`config.mk`:
```
export PLATFORM = sky130hd
export DESIGN_NAME = coin_acceptor
export DESIGN_NICKNAME = d
export VERILOG_FILES = /design/src/rtl/coin_acceptor.sv
export SDC_FILE = /design/constraint.sdc
export NUM_CORES = 1
export LEC_CHECK = 0
export CAP_MARGIN = 20
export CELL_PAD_IN_SITES_DETAIL_PLACEMENT = 1
export CELL_PAD_IN_SITES_GLOBAL_PLACEMENT = 2
export CORE_AREA = 2 2 80 82
export DETAILED_ROUTE_END_ITERATION = 16
export DIE_AREA = 0 0 82 84
export PLACE_DENSITY_LB_ADDON = 0.2
export SKIP_CTS_REPAIR_TIMING = 1
export SLEW_MARGIN = 20
export SYNTH_ARGS = -nofsm -noshare
export SYNTH_HDL_FRONTEND = slang
export SYNTH_SLANG_ARGS = --single-unit
```
`constraint.sdc`:
```
create_clock -name clk -period 4.8 [get_ports clk]
set_clock_uncertainty 0.2 [all_clocks]
set_input_delay 1.44 -clock clk [delete_from_list [all_inputs] [get_ports clk]]
set_output_delay 1.44 -clock clk [all_outputs]
set_load 0.005 [all_outputs]
```
`src/rtl/coin_acceptor.sv`:
```
// Vending coin acceptor: accumulates credit, vends three beverages and pays change one coin per cycle.
// Optional macro IDLE_REFUND_EN adds an idle timer that refunds the held credit after TIMEOUT_CYCLES.
module coin_acceptor #(
  parameter int unsigned BEV1_COST      = 125,
  parameter int unsigned BEV2_COST      = 220,
  parameter int unsigned BEV3_COST      = 175,
  parameter int unsigned MAX_CREDIT     = 1000,
  parameter int unsigned TIMEOUT_CYCLES = 1000
) (
  input  logic       clk,
  input  logic       rst,
  input  logic       coin_valid,
  input  logic [1:0] coin_type,
  input  logic       cancel,
  input  logic       vend1,
  input  logic       vend2,
  input  logic       vend3,
  output logic [9:0] moneyout,
  output logic       coin_reject,
  output logic       chg_valid,
  output logic [1:0] chg_type,
  output logic       busy
);

  // All inputs are single-cycle strobes sampled on posedge clk; there is no back-pressure.
  // Every output is a Moore function of registered state, so nothing is combinational from inputs.
  typedef enum logic {S_IDLE = 1'b0, S_CHANGE = 1'b1} state_t;

  localparam logic [9:0]  C_BEV1 = 10'(BEV1_COST);
  localparam logic [9:0]  C_BEV2 = 10'(BEV2_COST);
  localparam logic [9:0]  C_BEV3 = 10'(BEV3_COST);
  localparam logic [10:0] C_MAX  = 11'(MAX_CREDIT);

  state_t      r_state;
  state_t      w_state_nxt;
  logic [9:0]  r_credit;
  logic [9:0]  w_credit_nxt;
  logic        r_coin_reject;
  logic        w_reject_nxt;
  logic [9:0]  w_coin_val;
  logic [10:0] w_sum;
  logic [9:0]  w_cost;
  logic        w_vend_any;
  logic        w_vend_ok;
  logic [9:0]  w_chg_val;
  logic [1:0]  w_chg_code;
  logic        w_timeout;

  always_comb begin
    unique case (coin_type)
      2'd0:    w_coin_val = 10'd5;
      2'd1:    w_coin_val = 10'd10;
      2'd2:    w_coin_val = 10'd25;
      default: w_coin_val = 10'd100;
    endcase
  end

  assign w_sum = {1'b0, r_credit} + {1'b0, w_coin_val};

  // Highest-priority asserted strobe wins; if it is unaffordable the whole vend request is dropped.
  always_comb begin
    w_vend_any = vend1 | vend2 | vend3;
    if (vend1)      w_cost = C_BEV1;
    else if (vend2) w_cost = C_BEV2;
    else            w_cost = C_BEV3;
    w_vend_ok = w_vend_any && (r_credit >= w_cost);
  end

  // Greedy change: credit is always a multiple of 5, so a 5c coin always fits.
  always_comb begin
    if (r_credit >= 10'd100) begin
      w_chg_val  = 10'd100;
      w_chg_code = 2'd3;
    end else if (r_credit >= 10'd25) begin
      w_chg_val  = 10'd25;
      w_chg_code = 2'd2;
    end else if (r_credit >= 10'd10) begin
      w_chg_val  = 10'd10;
      w_chg_code = 2'd1;
    end else begin
      w_chg_val  = 10'd5;
      w_chg_code = 2'd0;
    end
  end

  always_ff @(posedge clk or posedge rst) begin
    if (rst) begin
      r_state       <= S_IDLE;
      r_credit      <= 10'd0;
      r_coin_reject <= 1'b0;
    end else begin
      r_state       <= w_state_nxt;
      r_credit      <= w_credit_nxt;
      r_coin_reject <= w_reject_nxt;
    end
  end

  always_comb begin
    w_state_nxt  = r_state;
    w_credit_nxt = r_credit;
    w_reject_nxt = 1'b0;
    unique case (r_state)
      S_IDLE: begin
        if (w_vend_ok) begin
          w_credit_nxt = r_credit - w_cost;
          w_state_nxt  = (r_credit != w_cost) ? S_CHANGE : S_IDLE;
          w_reject_nxt = coin_valid;
        end else if (cancel && (r_credit != 10'd0)) begin
          w_state_nxt  = S_CHANGE;
          w_reject_nxt = coin_valid;
        end else if (coin_valid) begin
          if (w_sum <= C_MAX) w_credit_nxt = w_sum[9:0];
          else                w_reject_nxt = 1'b1;
        end else if (w_timeout) begin
          w_state_nxt = S_CHANGE;
        end
      end
      S_CHANGE: begin
        w_reject_nxt = coin_valid;
        if (r_credit <= w_chg_val) begin
          w_credit_nxt = 10'd0;
          w_state_nxt  = S_IDLE;
        end else begin
          w_credit_nxt = r_credit - w_chg_val;
        end
      end
      default: w_state_nxt = S_IDLE;
    endcase
  end

  always_comb begin
    busy      = (r_state == S_CHANGE);
    chg_valid = busy;
    chg_type  = busy ? w_chg_code : 2'd0;
  end

  assign moneyout    = r_credit;
  assign coin_reject = r_coin_reject;

`ifdef IDLE_REFUND_EN
  localparam logic [15:0] C_TIMEOUT = 16'(TIMEOUT_CYCLES);
  logic [15:0] r_idle_cnt;

  // The edge on which the counter would reach the timeout is the edge that enters CHANGE.
  assign w_timeout = (r_state == S_IDLE) && (r_credit != 10'd0) &&
                     ((r_idle_cnt + 16'd1) >= C_TIMEOUT);

  always_ff @(posedge clk or posedge rst) begin
    if (rst) begin
      r_idle_cnt <= 16'd0;
    end else if ((r_state != S_IDLE) || (r_credit == 10'd0) ||
                 (coin_valid && !w_reject_nxt)) begin
      r_idle_cnt <= 16'd0;
    end else if (r_idle_cnt != C_TIMEOUT) begin
      r_idle_cnt <= r_idle_cnt + 16'd1;
    end
  end
`else
  // No refund timer: credit is held until a vend or cancel.
  assign w_timeout = 1'b0 && (TIMEOUT_CYCLES != 0);
`endif

endmodule
```
Word-level counts from Yosys, hierarchy flattened
Index checks and enable logic that the tools add are counted.

word-level totals
  register bits = 12
  latch bits = 0
  RAM bits = 0
  memory bits (read-only) = 0
  output and inout bits = 15
  logic and storage cells = 52
  memories = 0

cells by class
  add/sub/neg operators = 3
  $mul = 0
  divide/modulo/power cells = 0
  magnitude comparators = 6
  equality and inequality tests = 6
  shifts and indexed selects = 0
  mux-type cells = 26
  bitwise logic cells = 3
  reductions and logical operators = 5

operators with widths
  operator                                                                              count
  10-bit two-way mux                                                                    5
  7-bit case mux with 3 select lines                                                    1
  10-bit case mux with 2 select lines                                                   1
  10-bit subtractor                                                                     2
  7-bit two-way mux                                                                     2
  10-bit by 10-bit adder with 11-bit output                                             1
  11-bit by 10-bit less-or-equal comparator with 1-bit output, second input constant    1
  10-bit greater-or-equal comparator                                                    1
  10-bit by 4-bit greater-or-equal comparator with 1-bit output, second input constant  1
  10-bit by 5-bit greater-or-equal comparator with 1-bit output, second input constant  1
  10-bit by 7-bit greater-or-equal comparator with 1-bit output, second input constant  1
  10-bit less-or-equal comparator                                                       1
  10-bit inequality test                                                                1
  10-bit nonzero test                                                                   1
  1-bit two-way mux                                                                     9
  3-bit inequality test, second input constant                                          3
  8-bit two-way mux                                                                     1
  2-bit two-way mux                                                                     3
  5-bit two-way mux                                                                     1
  4-bit two-way mux                                                                     1
  1-bit case mux with 2 select lines                                                    2
  3-bit AND reduction                                                                   1
  2-bit by 1-bit == test with 1-bit output, second input constant                       1
  2-bit == test, second input constant                                                  1
  4 further kinds                                                                       6

Depth between registers and ports, before layout
Gate-level depths: netlist of the first run.

  depth after elaboration = 9
  depth in mapped cells = 16

Worst setup path after synthesis of the first run
No wires, ideal clock.

  path kind = input port to flip-flop
  start point = input port coin_type[0]
  end point = register r_credit[4] (netlist: moneyout[4])
  arrival = 3,843 ps
  data required time = 4,475 ps
  slack = 632 ps
  stages on the path = 11
  path through = inv_1 -> ha_1 -> inv_1 -> ha_1 -> or2_1 -> o211ai_2 -> or4b_1 -> o311a_2 -> o31ai_4 -> nand2_4 -> mux2_4

between the ends
  cells in the longest elaborated chain, start to end = 8
  elaborated cells on any way between the ends = 13
  classes of those cells = 1 x add/sub; 1 x order compare; 3 x eq/ne; 6 x mux; 2 x reduce/logical

RTL lines
  item                                                                                                 line  source
  start: declaration                                                                                   13    input logic [1:0] coin_type,
  2-bit == test, or another cell as far along                                                          50    unique case (coin_type)
  7-bit case mux with 3 select lines *                                                                 50
  10-bit by 10-bit adder with 11-bit output *                                                          58    assign w_sum = {1'b0, r_credit} + {1'b0, w_coin_val};
  branches (longest 5 deep; another with 11-bit by 10-bit less-or-equal comparator with 1-bit output)  n/a
  end signal: assignment                                                                               93    r_credit <= w_credit_nxt;
  end: declaration                                                                                     36    logic [9:0] r_credit;

Mark *: on every way between the ends. The select of a mux whose other input is x is not followed.
A chain may end at the register's enable or synchronous reset.

Final worst setup path of the first run
  start point = input port coin_type[0]
  end point = register r_credit[2] (netlist: moneyout[2])

Same word-level chain as after synthesis.

==> results.py, run 1 <==
metrics = {
    "outcome": {
        "status": "completed",
    },
    "critical_path": {
        "worstPathRequired_ps": 4720,
        "cp_data_arrival_time_ps": 4460,
        "timing.reg2reg.worst_path_depth": 11,
        "path_class": "primary input to flop",
        "crit_fanout": 9,
        "cp-start-kind": "primary input",
        "crit_path_end_kind": "flop",
    },
    "floorplan": {
        "die_y_um": 84,
        "initial_core_util": 0.333,
        "die_area_um2": 6890,
        "fp.dieW_um": 82,
        "io_pins": 24,
        "rows": 29,
        "core_area_um2": 6100,
    },
    "detailed_routing": {
        "antenna_left": 0,
        "num_vias": 1868,
        "routedWlPerCell_um": 17.7,
        "finalWirelength_mm": 6.15,
        "vias_per_cell": 5.37,
        "drc": 0,
        "drtIter0Drc": 59,
        "firstDrtPassIters": 4,
    },
    "sta": {
        "finalHoldViolCount": 0,
        "hold_ws_ps": 414,
        "clock.fmax_mhz": 220,
        "worstMarginPinSlew_ps": 499,
        "tns_ps": 0,
        "setup_viol": 0,
        "max_slew_margin": 0.666,
        "finalCriticalPeriod_ps": 4540,
        "min_period_over_period": 0.945,
        "rsz0062_at_grt": "false",
        "drv_slew": 0,
    },
    "layout": {
        "drive_gt1_frac": 0.166,
        "diodes": 0,
        "area_growth_pct": 21.0,
        "stdcell_area_um2": 2460,
        "multi_input_area_um2": 1590,
        "seq_area_um2": 300,
        "nFillCells": 735,
        "layout.nets": 309,
    },
    "logic_synthesis": {
        "netlist_instances": 236,
        "synth_ff_type": "dfrtp_1",
        "muxShareOfSynthArea": 0.0801,
        "synth_xor_area_frac": 0.0690,
        "synth_edf_count": 0,
        "yosysUniqueCellTypes": 65,
        "yosysWarnings": 0,
        "ys_ff_latch": 12,
        "ys_seq_area_frac": 0.148,
        "ys_async_sr_fraction": 1.00,
        "synth_area_um2": 2030,
        "syn_avg_cell_area_um2": 8.60,
        "synth_top_family_by_area": "compound AO/OA/AOI/OAI gates",
        "synth-simple-area-share": 0.187,
        "synth_compound_area_frac": 0.269,
        "synthAdderAreaFrac": 0.177,
        "syn_nets": 272,
    },
    "placement": {
        "place_area_um2": 2420,
        "dp_hpwl_mm": 5.09,
        "gp_congestion": 0.803,
        "io_buffers": 23,
    },
    "cts": {
        "cts_made_buffers": 3,
        "cts_max_level": 1,
        "cts_sinks": 12,
        "clkTransAtPathRegs_ps": 50,
        "clk-insertion-delay-late_ps": 240,
        "cts.path.max_buffers": 2,
        "cts_tree": "done",
        "cts-root-buf": "clkbuf_8",
    },
    "global_route": {
        "grt_max_degree": 18,
        "track_usage": 0.191,
        "first_global_vias": 1973,
        "antenna_found_initial": 0,
        "grt_overflow": 0,
        "grt_pass1_wl_mm": 10.3,
    },
    "power_and_ir_drop": {
        "p_leak_nw": 1.12,
        "peakVddDrop_v": 0.000331,
        "p_per_area_nw_per_um2": 787,
    },
    "worst_hold_path": {
        "hold-path-cell-count": 2,
        "hold_class": "flop to flop",
    },
    "flow_run": {
        "cap_violations": 0,
    },
}
synthesized netlist by cell type (6+ instances only):
cell     instances  area (um^2)
mux2_4           6         90.1
nand2_1         12         45.0
xnor2_1         13          114
dfrtp_1         12          300
a21oi_1          9         45.0
o22ai_1          7         43.8
nor2_1          16         60.1
ha_1            24          300
inv_1           23         86.3
or3_1            6         37.5
or2_2            6         37.5
o21ai_0          9         45.0
sequential cells by signal, summed over array words and instances, names as in the netlist:
| register | count |
|---|---|
| busy | 1 |
| coin_reject | 1 |
| moneyout | 10 |
stage by stage:
step                power (mW)  cells  setup WS (ps)   util
floorplan                 1.37    236            632      -
global placement          1.84    345           60.4  0.396
detailed placement        1.85    345           20.0  0.396
CTS                       1.96    348            268  0.403
global route              2.14    348            106  0.403
finish                    1.93    348            263  0.403
critical path, stage by stage:
cell and delay [ps]:
clkdlybuf4s50_1 480, inv_1 70, ha_1 310, ha_1 330, nor2b_1 170, o211ai_2 200, or4b_1 450, o311a_2 180
o31ai_4 310, nand2_4 180, mux2_4 330
kinds of logic after synthesis:
group | after synthesis
AO/OA/AOI/OAI | 71
AND/OR/NAND/NOR | 68
buffers and inverters | 29
adder cells (fa/ha/maj) | 27
XOR/XNOR | 16
multiplexers | 13
flip-flops | 12
metal layers:
| layer | up-vias | GRT usage | wire length, um | part of all wire |
|---|---|---|---|---|
| met2 | 17 | 0.310 | 2930 | 0.48 |
| met4 | 0 | 0.0318 | 21 | 0.0034 |
| li1 | 944 | - | - | - |
| met1 | 905 | 0.282 | 3140 | 0.51 |
| met3 | 2 | 0.00649 | 61 | 0.0099 |
| met5 | - | 0 | 0 | 0 |
cell usage in the layout (no fill, tap or decap), drive strengths merged, types with 7 or more instances in the layout:
master / count
ha: 24
inv: 23
clkdlybuf4s50: 23
nor2: 16
buf: 15
xnor2: 13
nand2: 13
dfrtp: 12
a21oi: 10
o21ai: 9
or2: 8
mux2: 8
o22ai: 7
or3: 7
power by group:
part | switching (mW) | total (mW) | internal (mW)
Clock | 0.0361 | 0.0913 | 0.0552
Combinational | 0.826 | 1.63 | 0.804
Sequential | 0.0573 | 0.213 | 0.156
final timing paths:
kind / startpoint / endpoint / slack (ps)
worst max register to register: moneyout[7] / moneyout[4] / 480
max in group asynchronous: rst / moneyout[1] / 2750
min in group asynchronous: rst / moneyout[9] / 1320
worst min-delay path: moneyout[9] / moneyout[9] / 410
worst min register to register: moneyout[9] / moneyout[9] / 410
worst max-delay path: coin_type[0] / moneyout[2] / 260
area by class of cell:
cell class                 instances  share of cell area
tap                               77              0.0392
clock buffer                       3              0.0168
timing repair buffer              38               0.140
inverter                          23              0.0351
multi-input combinational        195               0.647
sequential                        12               0.122
Power figures use the tool's default switching activity.
==> run 2: changes to the inputs <==
--- a/config.mk
+++ b/config.mk
@@ -8,9 +8,10 @@
 export CAP_MARGIN = 20
 export CELL_PAD_IN_SITES_DETAIL_PLACEMENT = 1
 export CELL_PAD_IN_SITES_GLOBAL_PLACEMENT = 2
-export CORE_AREA = 2 2 80 82
+export CORE_AREA = 2 2 84 86
+export CTS_CLUSTER_SIZE = 28
 export DETAILED_ROUTE_END_ITERATION = 16
-export DIE_AREA = 0 0 82 84
+export DIE_AREA = 0 0 86 88
 export PLACE_DENSITY_LB_ADDON = 0.2
 export SKIP_CTS_REPAIR_TIMING = 1
 export SLEW_MARGIN = 20
==> constraint.sdc (replaced) <==
create_clock -name clk -period 3.7 [get_ports clk]
set_clock_uncertainty 0.2 [all_clocks]
set_input_delay 1.11 -clock clk [delete_from_list [all_inputs] [get_ports clk]]
set_output_delay 1.11 -clock clk [all_outputs]
set_load 0.005 [all_outputs]
==> run 2 against run 1 <==
Compared with the run above:
- the run now ends with negative setup slack left
- count of clock-buffer cells in the layout is 1 higher
- via count is 16% higher
- largest cell class unchanged
- power is 74% higher
==> results.py, run 2 (synthesis results as in run 1) <==
metrics = {
    "critical_path": {
        "worstPathRequired_ps": 3620,
        "cp-start-kind": "primary input",
        "crit_path_end_kind": "flop",
        "slowest_stage": "or4b_4",
        "slowest_delay_ps": 490,
        "cp_data_arrival_time_ps": 3680,
        "crit_fanout": 8,
        "path_class": "primary input to flop",
        "crit_chain": "clkbuf_2 -> buf_6 -> ha_4 -> inv_2 -> ha_4 -> or2_1 -> o211ai_4 -> or4b_4 -> o311a_4 -> o31ai_4 -> nand2_4 -> mux2_4",
        "cpMostUsedCell": "ha_4",
    },
    "floorplan": {
        "io_pins": 24,
        "fp.dieW_um": 86,
        "core_area_um2": 6640,
        "die_y_um": 88,
        "die_area_um2": 7570,
        "rows": 30,
        "initial_core_util": 0.306,
    },
    "cts": {
        "cts_tree": "done",
        "cts_made_buffers": 3,
        "cts-root-buf": "clkbuf_8",
        "clkTransAtPathRegs_ps": 60,
        "cts_max_level": 1,
        "cts.path.max_buffers": 2,
        "cts_sinks": 12,
        "clk-insertion-delay-late_ps": 250,
    },
    "layout": {
        "area_growth_pct": 58.0,
        "drive_gt1_frac": 0.413,
        "stdcell_area_um2": 3210,
        "mostFrequentLayoutCell": "buf_4",
        "diodes": 0,
        "largest_register_ffs": 10,
        "post_layout_nonfiller_instances": 414,
        "final_util": 0.483,
        "layout.nets": 371,
        "mostFrequentLayoutCells": "73 x buf_4, 20 x inv_1, 20 x ha_1",
    },
    "detailed_routing": {
        "firstDrtPassIters": 4,
        "routedWlPerCell_um": 18.6,
        "finalWirelength_mm": 7.71,
        "vias_per_cell": 5.25,
        "drc": 0,
        "num_vias": 2172,
        "antenna_left": 0,
        "drtIter0Drc": 67,
    },
    "global_route": {
        "grt_max_degree": 14,
        "grt_pass1_wl_mm": 11.9,
        "track_usage": 0.202,
        "grt_overflow": 0,
        "antenna_found_initial": 0,
        "first_global_vias": 2283,
    },
    "flow_run": {
        "cap_violations": 0,
    },
    "power_and_ir_drop": {
        "p_leak_nw": 1.49,
        "sw_frac_of_total": 0.448,
        "p_seq_frac": 0.073,
        "power.total_mw": 3.37,
        "p_per_area_nw_per_um2": 1050,
        "peakVddDrop_v": 0.000308,
        "clkPwrFrac": 0.038,
        "pwr-share-comb": 0.889,
        "p_switching_mw": 1.51,
        "p_int_mw": 1.86,
    },
    "sta": {
        "setup_slack_ps": -55.7,
        "max_slew_margin": 0.692,
        "drv_slew": 0,
        "tns_ps": -327,
        "worstMarginPinSlew_ps": 462,
        "min_period_over_period": 1.02,
        "hold_ws_ps": 427,
        "finalCriticalPeriod_ps": 3760,
        "clock.fmax_mhz": 266,
        "finalHoldViolCount": 0,
        "setup_viol": 8,
        "rsz0062_at_grt": "true",
    },
    "outcome": {
        "violations": "negative setup slack",
        "status": "finished, violations left",
    },
    "placement": {
        "dp_slack_ps": -692,
        "io_buffers": 23,
        "dp_hpwl_mm": 6.09,
        "gp_congestion": 0.811,
        "dp_cells": 400,
        "place_area_um2": 2930,
    },
    "worst_hold_path": {
        "hold_class": "flop to flop",
    },
}
[run 2: worst max-delay path, delay by kind of cell]
kind / cells / cell delay, ps
and+or+nand+nor: 3 / 910
AOI/OAI and AO/OA: 3 / 580
adders and majority gates: 2 / 480
muxes: 1 / 340
buffers and inverters: 3 / 240
[run 2: worst paths after layout]
kind,slack [ps],from,cells after the start,end
setup / recovery,-60,coin_type[1],12,moneyout[6]
hold / removal,430,moneyout[9],2,moneyout[9]
setup reg to reg,60,moneyout[7],14,moneyout[6]
hold reg to reg,430,moneyout[9],2,moneyout[9]
max in group asynchronous,1990,rst,2,moneyout[7]
min in group asynchronous,970,rst,2,coin_reject
[run 2: final cells by class]
| class | instances | area (um^2) |
|---|---|---|
| inverter | 23 | 101 |
| fill | 784 | 3440 |
| sequential | 12 | 302 |
| tap | 80 | 100 |
| clock buffer | 4 | 45.0 |
| multi-input combinational | 195 | 1820 |
| timing repair buffer | 100 | 840 |
[run 2: routing by layer]
layer	vias up	global-route usage	part of all wire
met2	26	0.367	0.50
li1	1060	-	-
met3	12	0.00377	0.010
met1	1074	0.261	0.47
met5	-	0	0
met4	0	0.0635	0.019
[run 2: power by group through the flow]
stage | Sequential [mW] | Clock [mW] | Combinational [mW]
after CTS | 0.244 | 0.127 | 2.77
after floorplan | 0.319 | 0 | 1.55
after global routing | 0.252 | 0.132 | 3.24
final | 0.244 | 0.128 | 2.99
after detailed placement | 0.246 | 0 | 2.74
after global placement | 0.243 | 0 | 2.70
==> run 3: changes to the inputs <==
==> constraint.sdc (replaced) <==
create_clock -name clk -period 3.1 [get_ports clk]
set_clock_uncertainty 0.2 [all_clocks]
set_input_delay 0.93 -clock clk [delete_from_list [all_inputs] [get_ports clk]]
set_output_delay 0.93 -clock clk [all_outputs]
set_load 0.005 [all_outputs]
==> run 3 against run 2 <==
Compared with the run above:
- the run still ends with negative setup slack left
- largest cell class unchanged
- die area stayed put
- worst setup slack worse by 570 ps
- critical path depth stayed put
- first-iteration DRC count is 31% higher
- power is 33% higher
- largest power group unchanged
- worst hold slack worse by 6.4 ps
- global-route usage is 0.43 points lower
- count of clock-buffer cells in the layout stayed put
- non-clock buffer count is 19 higher
==> results.py, run 3 (synthesis results as in run 1) <==
metrics = {
    "outcome": {
        "status": "finished, violations left",
        "violations": "negative setup slack",
    },
    "detailed_routing": {
        "drtIter0Drc": 88,
        "firstDrtPassIters": 4,
        "vias_per_cell": 5.17,
        "finalWirelength_mm": 7.76,
        "num_vias": 2240,
        "antenna_left": 0,
        "drc": 0,
        "routedWlPerCell_um": 17.9,
    },
    "sta": {
        "tns_ps": -6840,
        "setup_viol": 13,
        "hold_ws_ps": 421,
        "setup_slack_ps": -629,
        "clock.fmax_mhz": 268,
        "worstMarginPinSlew_ps": 466,
        "drv_slew": 0,
        "min_period_over_period": 1.20,
        "finalHoldViolCount": 0,
        "rsz0062_at_grt": "true",
        "max_slew_margin": 0.689,
        "finalCriticalPeriod_ps": 3730,
    },
    "layout": {
        "mostFrequentLayoutCell": "buf_4",
        "layout.nets": 390,
        "stdcell_area_um2": 3530,
        "area_growth_pct": 74.1,
        "mostFrequentLayoutCells": "83 x buf_4, 17 x inv_1, 17 x clkdlybuf4s50_1",
        "post_layout_nonfiller_instances": 433,
        "largest_register_ffs": 10,
        "diodes": 0,
        "drive_gt1_frac": 0.516,
        "final_util": 0.532,
    },
    "critical_path": {
        "timing.reg2reg.worst_path_depth": 12,
        "cp_data_arrival_time_ps": 3660,
        "path_class": "flop to flop",
        "crit_path_end": "moneyout[3]",
        "cp-start-kind": "flop",
        "reg2reg_to": "moneyout[3]",
        "worstPathRequired_ps": 3030,
        "crit_path_end_kind": "flop",
        "r2r-start": "moneyout[7]",
        "crit_fanout": 5,
        "cp-startpoint": "moneyout[7]",
        "r2r_setup_slack_ps": -630,
    },
    "global_route": {
        "track_usage": 0.198,
        "first_global_vias": 2285,
        "grt_max_degree": 17,
        "grt_overflow": 0,
        "grt_pass1_wl_mm": 11.7,
        "antenna_found_initial": 0,
    },
    "placement": {
        "dp_hpwl_mm": 6.11,
        "place_area_um2": 3080,
        "dp_cells": 412,
        "gp_congestion": 0.826,
        "io_buffers": 23,
        "dp_slack_ps": -1120,
    },
    "floorplan": {
        "die_area_um2": 7570,
        "io_pins": 24,
        "core_area_um2": 6640,
        "fp.dieW_um": 86,
        "die_y_um": 88,
        "rows": 30,
        "initial_core_util": 0.306,
    },
    "worst_hold_path": {
        "hold_class": "flop to flop",
        "hold-path-cell-count": 2,
    },
    "power_and_ir_drop": {
        "p_leak_nw": 1.62,
        "peakVddDrop_v": 0.000441,
        "power.total_mw": 4.48,
        "p_per_area_nw_per_um2": 1270,
    },
    "cts": {
        "cts_tree": "done",
        "clkTransAtPathRegs_ps": 50,
        "cts-root-buf": "clkbuf_8",
        "cts_sinks": 12,
        "cts.path.max_buffers": 2,
        "cts_max_level": 1,
        "clk-insertion-delay-late_ps": 240,
        "cts_made_buffers": 3,
    },
    "flow_run": {
        "cap_violations": 0,
    },
}
-- run 3: cell types whose count changed in the layout (fill, tap and decap cells not counted), sizes merged --
cell	delta
buf	+18
clkdlybuf4s50	-1
clkbuf	+2
-- run 3: layout make-up --
type / count / area, um^2
clock buffer: 4 / 45.0
tap: 80 / 100
fill: 772 / 3110
inverter: 23 / 101
multi-input combinational: 195 / 1960
sequential: 12 / 304
timing repair buffer: 119 / 1030
-- run 3: how the worst min path moves through the flow --
stage | from | endpoint
2_1_floorplan | moneyout[9] | moneyout[9]
3_3_place_gp | moneyout[9] | moneyout[9]
3_5_place_dp | moneyout[9] | moneyout[9]
4_1_cts | moneyout[9] | moneyout[9]
5_1_grt | moneyout[9] | moneyout[9]
6_report | moneyout[9] | moneyout[9]
-- run 3: power breakdown --
group / switching, mW / total [mW] / internal [mW]
Sequential: 0.0460 / 0.293 / 0.246
Clock: 0.0604 / 0.151 / 0.0908
Combinational: 1.82 / 4.04 / 2.22
-- run 3: worst max-delay path, stage by stage (launching register included) --
cell and delay [ps]:
dfrtp_2 400, or3_4 410, or2_4 270, o31ai_4 310
buf_6 150, ha_4 190, and2_4 130, a221o_1 390
a2111oi_4 420, o21a_2 260, buf_12 130, o22ai_1 80
mux2_4 260
-- run 3: layer usage --
layer | vias up | wire (um) | global-route usage
met5 | - | 0 | 0
met3 | 4 | 129 | 0.0113
met2 | 30 | 4090 | 0.356
met4 | 0 | 44 | 0.0404
li1 | 1103 | - | -
met1 | 1103 | 3500 | 0.262
